**src/rtl/loa_accumulator.sv**
```systemverilog
// loa_accumulator: partial-sum accumulator wrapped around an external 32-bit
// lower-part-OR approximate adder. The running sum is fed back as adder operand A,
// the streamed operand is operand B, and the adder result is captured on each
// input handshake. The final sum is returned on a valid/ready output.
//
// Optional feature: define LOA_ACC_SAT_EN to make the accumulator saturate to all
// ones on the first adder carry-out of a job. Without it the sum wraps and only
// out_ovf_o reports the overflow.
`timescale 1ns/1ps

module loa_accumulator #(
    parameter int unsigned WIDTH = 32,
    parameter int unsigned CNT_W = 8
) (
    input  logic             clk_i,
    input  logic             rst_ni,
    input  logic             start_i,
    input  logic [CNT_W-1:0] num_terms_i,
    input  logic             in_valid_i,
    output logic             in_ready_o,
    input  logic [WIDTH-1:0] in_data_i,
    output logic [WIDTH-1:0] add_a_o,
    output logic [WIDTH-1:0] add_b_o,
    output logic             add_cin_o,
    input  logic [WIDTH-1:0] add_sum_i,
    input  logic             add_cout_i,
    output logic             out_valid_o,
    input  logic             out_ready_i,
    output logic [WIDTH-1:0] out_data_o,
    output logic             out_ovf_o,
    output logic             busy_o
);

    typedef enum logic [1:0] {
        StIdle,
        StAcc,
        StDone
    } state_e;

    state_e           state_q;
    logic [WIDTH-1:0] acc_q, acc_d;
    logic             ovf_q, ovf_d;
    logic [CNT_W-1:0] cnt_q;
    logic             in_ready_q;
    logic             out_valid_q;
    logic             busy_q;
    logic             hs;
`ifdef LOA_ACC_SAT_EN
    logic             sat_q, sat_d;
`endif

    // in_ready_q is only ever set in StAcc, so it doubles as the state qualifier.
    assign hs = in_valid_i & in_ready_q;

    // Adder port wiring: operands are driven continuously, carry-in is unused.
    assign add_a_o     = acc_q;
    assign add_b_o     = in_data_i;
    assign add_cin_o   = 1'b0;
    assign in_ready_o  = in_ready_q;
    assign out_valid_o = out_valid_q;
    assign out_data_o  = acc_q;
    assign out_ovf_o   = ovf_q;
    assign busy_o      = busy_q;

    // Next accumulator/overflow values, applied only on a handshake.
    always_comb begin
        acc_d = add_sum_i;
        ovf_d = ovf_q | add_cout_i;
`ifdef LOA_ACC_SAT_EN
        sat_d = sat_q;
        if (sat_q) begin
            acc_d = acc_q;
        end else if (add_cout_i) begin
            acc_d = '1;
            sat_d = 1'b1;
        end
`endif
    end

    // Job FSM with registered handshake/status outputs.
    always_ff @(posedge clk_i) begin
        if (!rst_ni) begin
            state_q     <= StIdle;
            acc_q       <= '0;
            ovf_q       <= 1'b0;
            cnt_q       <= '0;
            in_ready_q  <= 1'b0;
            out_valid_q <= 1'b0;
            busy_q      <= 1'b0;
`ifdef LOA_ACC_SAT_EN
            sat_q       <= 1'b0;
`endif
        end else begin
            unique case (state_q)
                StIdle: begin
                    if (start_i) begin
                        acc_q  <= '0;
                        ovf_q  <= 1'b0;
                        cnt_q  <= num_terms_i;
                        busy_q <= 1'b1;
`ifdef LOA_ACC_SAT_EN
                        sat_q  <= 1'b0;
`endif
                        if (num_terms_i != '0) begin
                            state_q    <= StAcc;
                            in_ready_q <= 1'b1;
                        end else begin
                            // Empty job: report a zero result immediately.
                            state_q     <= StDone;
                            out_valid_q <= 1'b1;
                        end
                    end
                end
                StAcc: begin
                    if (hs) begin
                        acc_q <= acc_d;
                        ovf_q <= ovf_d;
                        cnt_q <= cnt_q - CNT_W'(1);
`ifdef LOA_ACC_SAT_EN
                        sat_q <= sat_d;
`endif
                        if (cnt_q == CNT_W'(1)) begin
                            state_q     <= StDone;
                            in_ready_q  <= 1'b0;
                            out_valid_q <= 1'b1;
                        end
                    end
                end
                StDone: begin
                    if (out_ready_i) begin
                        state_q     <= StIdle;
                        out_valid_q <= 1'b0;
                        busy_q      <= 1'b0;
                    end
                end
                default: begin
                    state_q     <= StIdle;
                    in_ready_q  <= 1'b0;
                    out_valid_q <= 1'b0;
                    busy_q      <= 1'b0;
                end
            endcase
        end
    end

endmodule

```
**config.mk**
```make
export PLATFORM = sky130hd
export DESIGN_NAME = loa_accumulator
export DESIGN_NICKNAME = d
export VERILOG_FILES = /design/src/rtl/loa_accumulator.sv
export SDC_FILE = /design/constraint.sdc
export NUM_CORES = 1
export LEC_CHECK = 0
export BUFFER_PORTS_ARGS = -buffer_cell sky130_fd_sc_hd__buf_4
export CORE_MARGIN = 2
export CORE_UTILIZATION = 43
export CTS_BUF_LIST = sky130_fd_sc_hd__clkbuf_4
export DETAILED_ROUTE_END_ITERATION = 12
export PLACE_DENSITY = 0.81
export SLEW_MARGIN = 20
export SYNTH_ARGS = -nofsm -noshare
export SYNTH_HDL_FRONTEND = slang
export SYNTH_SLANG_ARGS = --single-unit
```
**constraint.sdc**
```tcl
create_clock -name clk_i -period 1.73 [get_ports clk_i]
set_clock_uncertainty 0.2 [all_clocks]
set_input_delay 0.173 -clock clk_i [delete_from_list [all_inputs] [get_ports clk_i]]
set_output_delay 0.173 -clock clk_i [all_outputs]
set_load 0.005 [all_outputs]
```
==> summary.md <==
| Metric | Value |
|---|---|
| Critical path required time | `1.82 ns` |
| Sequential Power Share | `47.3%` |
| Layout fillers | `507` |
| WHS Endpoint | `cnt_q[1]$_SDFFE_PN0P_` |
| Clock Sinks | `46` |
| Syn_nets | `401` |
| Root Buffer | `clkbuf_4` |
| Synth-to-layout area growth | `39.49%` |
| Placed cell areas | `3058 um^2` |
| Crit path buffers/inverters | `2` |
| Pleak | `1.557 nW` |
| Port bufs | `113` |
| GRT overflow | `0` |
| Seq cells post-synth | `46` |
| Syn Inst Count | `321` |
| Core Area | `5851 um^2` |
| Multi-input gate area | `1046 um^2` |
| Count of cell types in the netlist | `37` |
| Worst R2R Setup Slack | `0.09 ns` |
| CP startpoint | `num_terms_i[3]` |
| # setup viols final | `0` |
| Setup Buffers After CTS | `0` |
| Setup TNS | `0 ns` |
| Met1 usage | `22.27%` |
| Crit start category | `input port` |
| First-pass GRT wire length | `10.23 mm` |
| Cells along the critical path | `dlygate4sd3_1 -> buf_4 -> nor4_1 -> a21oi_1 -> a211o_1 -> a21boi_2` |
| Hold Fails Final Rpt | `0` |
| Slowest cell on crit path | `dlygate4sd3_1` |
| Crit path time final | `1.683 ns` |
| Outcome | `complete, no violations` |
| Critical Path End Type | `flop` |
| Arrival @ worst endpoint | `1.77 ns` |
| M3 GR Usage | `4.222%` |
| DRT Pass-1 Iters | `6` |
| Maximum vdd ir drop | `0.0003912 V` |
| Synth Area in Compound Gates | `18.04%` |
| TritonCTS clock tree | `yes` |
| RSZ-0062 raised after global routing | `false` |
| CTS max path bufs | `2` |
| Placer Congestion | `0.9111` |
| HPWL after detailed placement | `4.509 mm` |
| Commonest non-fill, non-tap cell in the layout | `buf_4` |
| Initial antenna violation count | `0` |
| Number of synthesized flops with an enable pin | `0` |
| Hold WC Path Type | `input port to flop` |
| Share of the yosys chip area belonging to registers | `35.97%` |
| Vias in the first global route | `2227` |
| Clock-pin slew on the worst setup and hold paths | `0.13 ns` |
| Power share of the combinational group | `33.9%` |
| Met2 Resource Use GR | `36.36%` |
| Multiplexer area fraction after synthesis | `0.4399%` |
| Post-Synth XOR/XNOR Area | `0%` |
| H-tree Lvls | `2` |
| Hold Path Stages | `4` |
| Most frequent cells in the layout | `buf_4 (123), nand2_1 (49), dfxtp_1 (45)` |
| Main combinational cell family by area after synthesis | `buffers and inverters` |
| # placed instances | `438` |
| Total CTS buffers | `5` |
| Nets | `493` |
| Hold path start | `num_terms_i[1]` |
| Yosys warns | `0` |
| Worst-skew pair later-pin latency | `0.35 ns` |
| Ys flop type | `dfxtp_1` |
| DRC | `0` |
| Final cell count without fillers | `489` |
| Row cnt | `28` |
| Crit-path leading delay family | `buffers and inverters` |
| Antenna-violating nets left | `0` |
| Power consumption | `2.564 mW` |
| Synthesized-area fraction occupied by adder cells | `0.9775%` |
| Fmax | `0.5943 GHz` |
| DR iter-0 viols | `174` |
| Final Cell Area | `3571 um^2` |
| Crit path largest cell delay | `0.53 ns` |
| Dpl ws | `0.09571 ns` |
| Routed WL | `6.837 mm` |
| Die ar. | `6587 um^2` |
| Ant diodes | `0` |
| Share of cells above drive strength 1 | `34.54%` |
| Gr busiest metal | `met2` |
| Vias | `2477` |
| Detailed-route wire length per cell | `13.98 um` |
| Worst r2r path cells | `4` |
| Register Area | `922.1 um^2` |
| Total track usage | `19.72%` |
| DIE WIDTH | `81.16 um` |
| Avg Synthesized Cell Area | `7.975 um^2` |
| Die Span Y | `81.16 um` |
| Reg2reg end | `out_valid_o$_SDFFE_PN0P_` |
| Critical path class | `input port to flop` |
| Final worst slack | `0.04721 ns` |
| P_sw | `0.8143 mW` |
| Switch share | `31.77%` |
| Period utilisation layout | `97.27%` |
| Clock Power Share | `18.9%` |
| Pwr dens | `717.9 nW/um^2` |
| Final slew viol count | `0` |
| Int Power | `1.749 mW` |
| Ys async rst share | `0%` |
| Top Ports | `179` |
| Cell Area, Synth | `2560 um^2` |
| Maxcap violations | `0` |
| RR Startpoint | `cnt_q[3]$_SDFFE_PN0P_` |
| Vias/cell | `5.065` |
| Starting Density | `43.76%` |
| Largest net degree at the start of global routing | `31` |
| Max FO, Critical Path | `2` |
| Post-synthesis simple-gate area fraction | `20.92%` |
[worst min-delay path: stages]
cell      delay, ns
buf_4          0.10
nand2_1        0.05
o211ai_1       0.08
and3_1         0.16
[per-layer routing]
metal	vias up	share of wire (%)
met5	-	0
met2	120	51
met3	23	7.8
met1	1133	40
li1	1201	-
met4	0	1.7
[state kept, by name (all words and copies together) (netlist names)]
register	cells
add_a_o	32
cnt_q	8
state_q	2
busy_o	1
in_ready_o	1
out_ovf_o	1
out_valid_o	1
[stage by stage]
step	utilization, %	hold slack [ns]
floorplan	-	0.1236
global placement	52.27	0.1460
detailed placement	52.27	0.1460
CTS	60.37	0.01598
global route	61.04	0.01841
finish	61.04	0.03036
[layout make-up]
class	count	area share, %
flip-flops and latches	46	25.82
multi-input cells	186	29.29
repair buffers	170	40.33
well taps	75	2.628
inverters	4	0.4205
clock inverters	3	0.4555
clock buffers	5	1.051
[how the worst max path moves through the flow]
stage / end / cells past startpoint
after detailed placement: out_valid_o$_SDFFE_PN0P_ / 4
after floorplan: out_valid_o$_SDFFE_PN0P_ / 4
after global routing: state_q[1]$_SDFFE_PN0P_ / 6
after global placement: out_valid_o$_SDFFE_PN0P_ / 4
after CTS: out_valid_o$_SDFFE_PN0P_ / 6
final: out_valid_o$_SDFFE_PN0P_ / 6
[cell families (layout without fill, tap and decap cells)]
| family | Yosys count | in the layout |
|---|---|---|
| AND/OR/NAND/NOR | 113 | 113 |
| buffers and inverters | 89 | 182 |
| AO/OA/AOI/OAI | 69 | 69 |
| flip-flops | 46 | 46 |
| adder cells (fa/ha/maj) | 2 | 2 |
| other | 1 | 1 |
| multiplexers | 1 | 1 |
[power by group through the flow]
stage / logic (mW) / clock network (mW) / registers, mW
after floorplan: 0.507 / 0 / 1.22
after global placement: 0.749 / 0 / 1.23
after detailed placement: 0.756 / 0 / 1.23
after CTS: 0.835 / 0.506 / 1.21
after global routing: 0.948 / 0.561 / 1.22
final: 0.868 / 0.484 / 1.21
[synthesized netlist by cell type (3+ instances only)]
library cell / instances / area [um^2]
a21boi_1: 3 / 22.52
a21boi_0: 19 / 142.6
buf_2: 13 / 65.06
nor2_1: 12 / 45.04
nand2_1: 49 / 183.9
and3_1: 4 / 25.02
o211ai_1: 4 / 30.03
dfxtp_1: 46 / 920.9
a21oi_1: 20 / 100.1
nand3_1: 34 / 170.2
inv_1: 4 / 15.01
buf_4: 67 / 503.0
o21ai_0: 10 / 50.05
nor3_1: 3 / 15.01
clkbuf_1: 5 / 18.77
[timing repair]
item                       in CTS  in global routing
hold buffers                   42                  0
setup endpoints to repair       0                 11
resized for setup               0                  6
hold endpoints to repair       41                  0
Note: power is estimated with default switching activity, not from simulation.
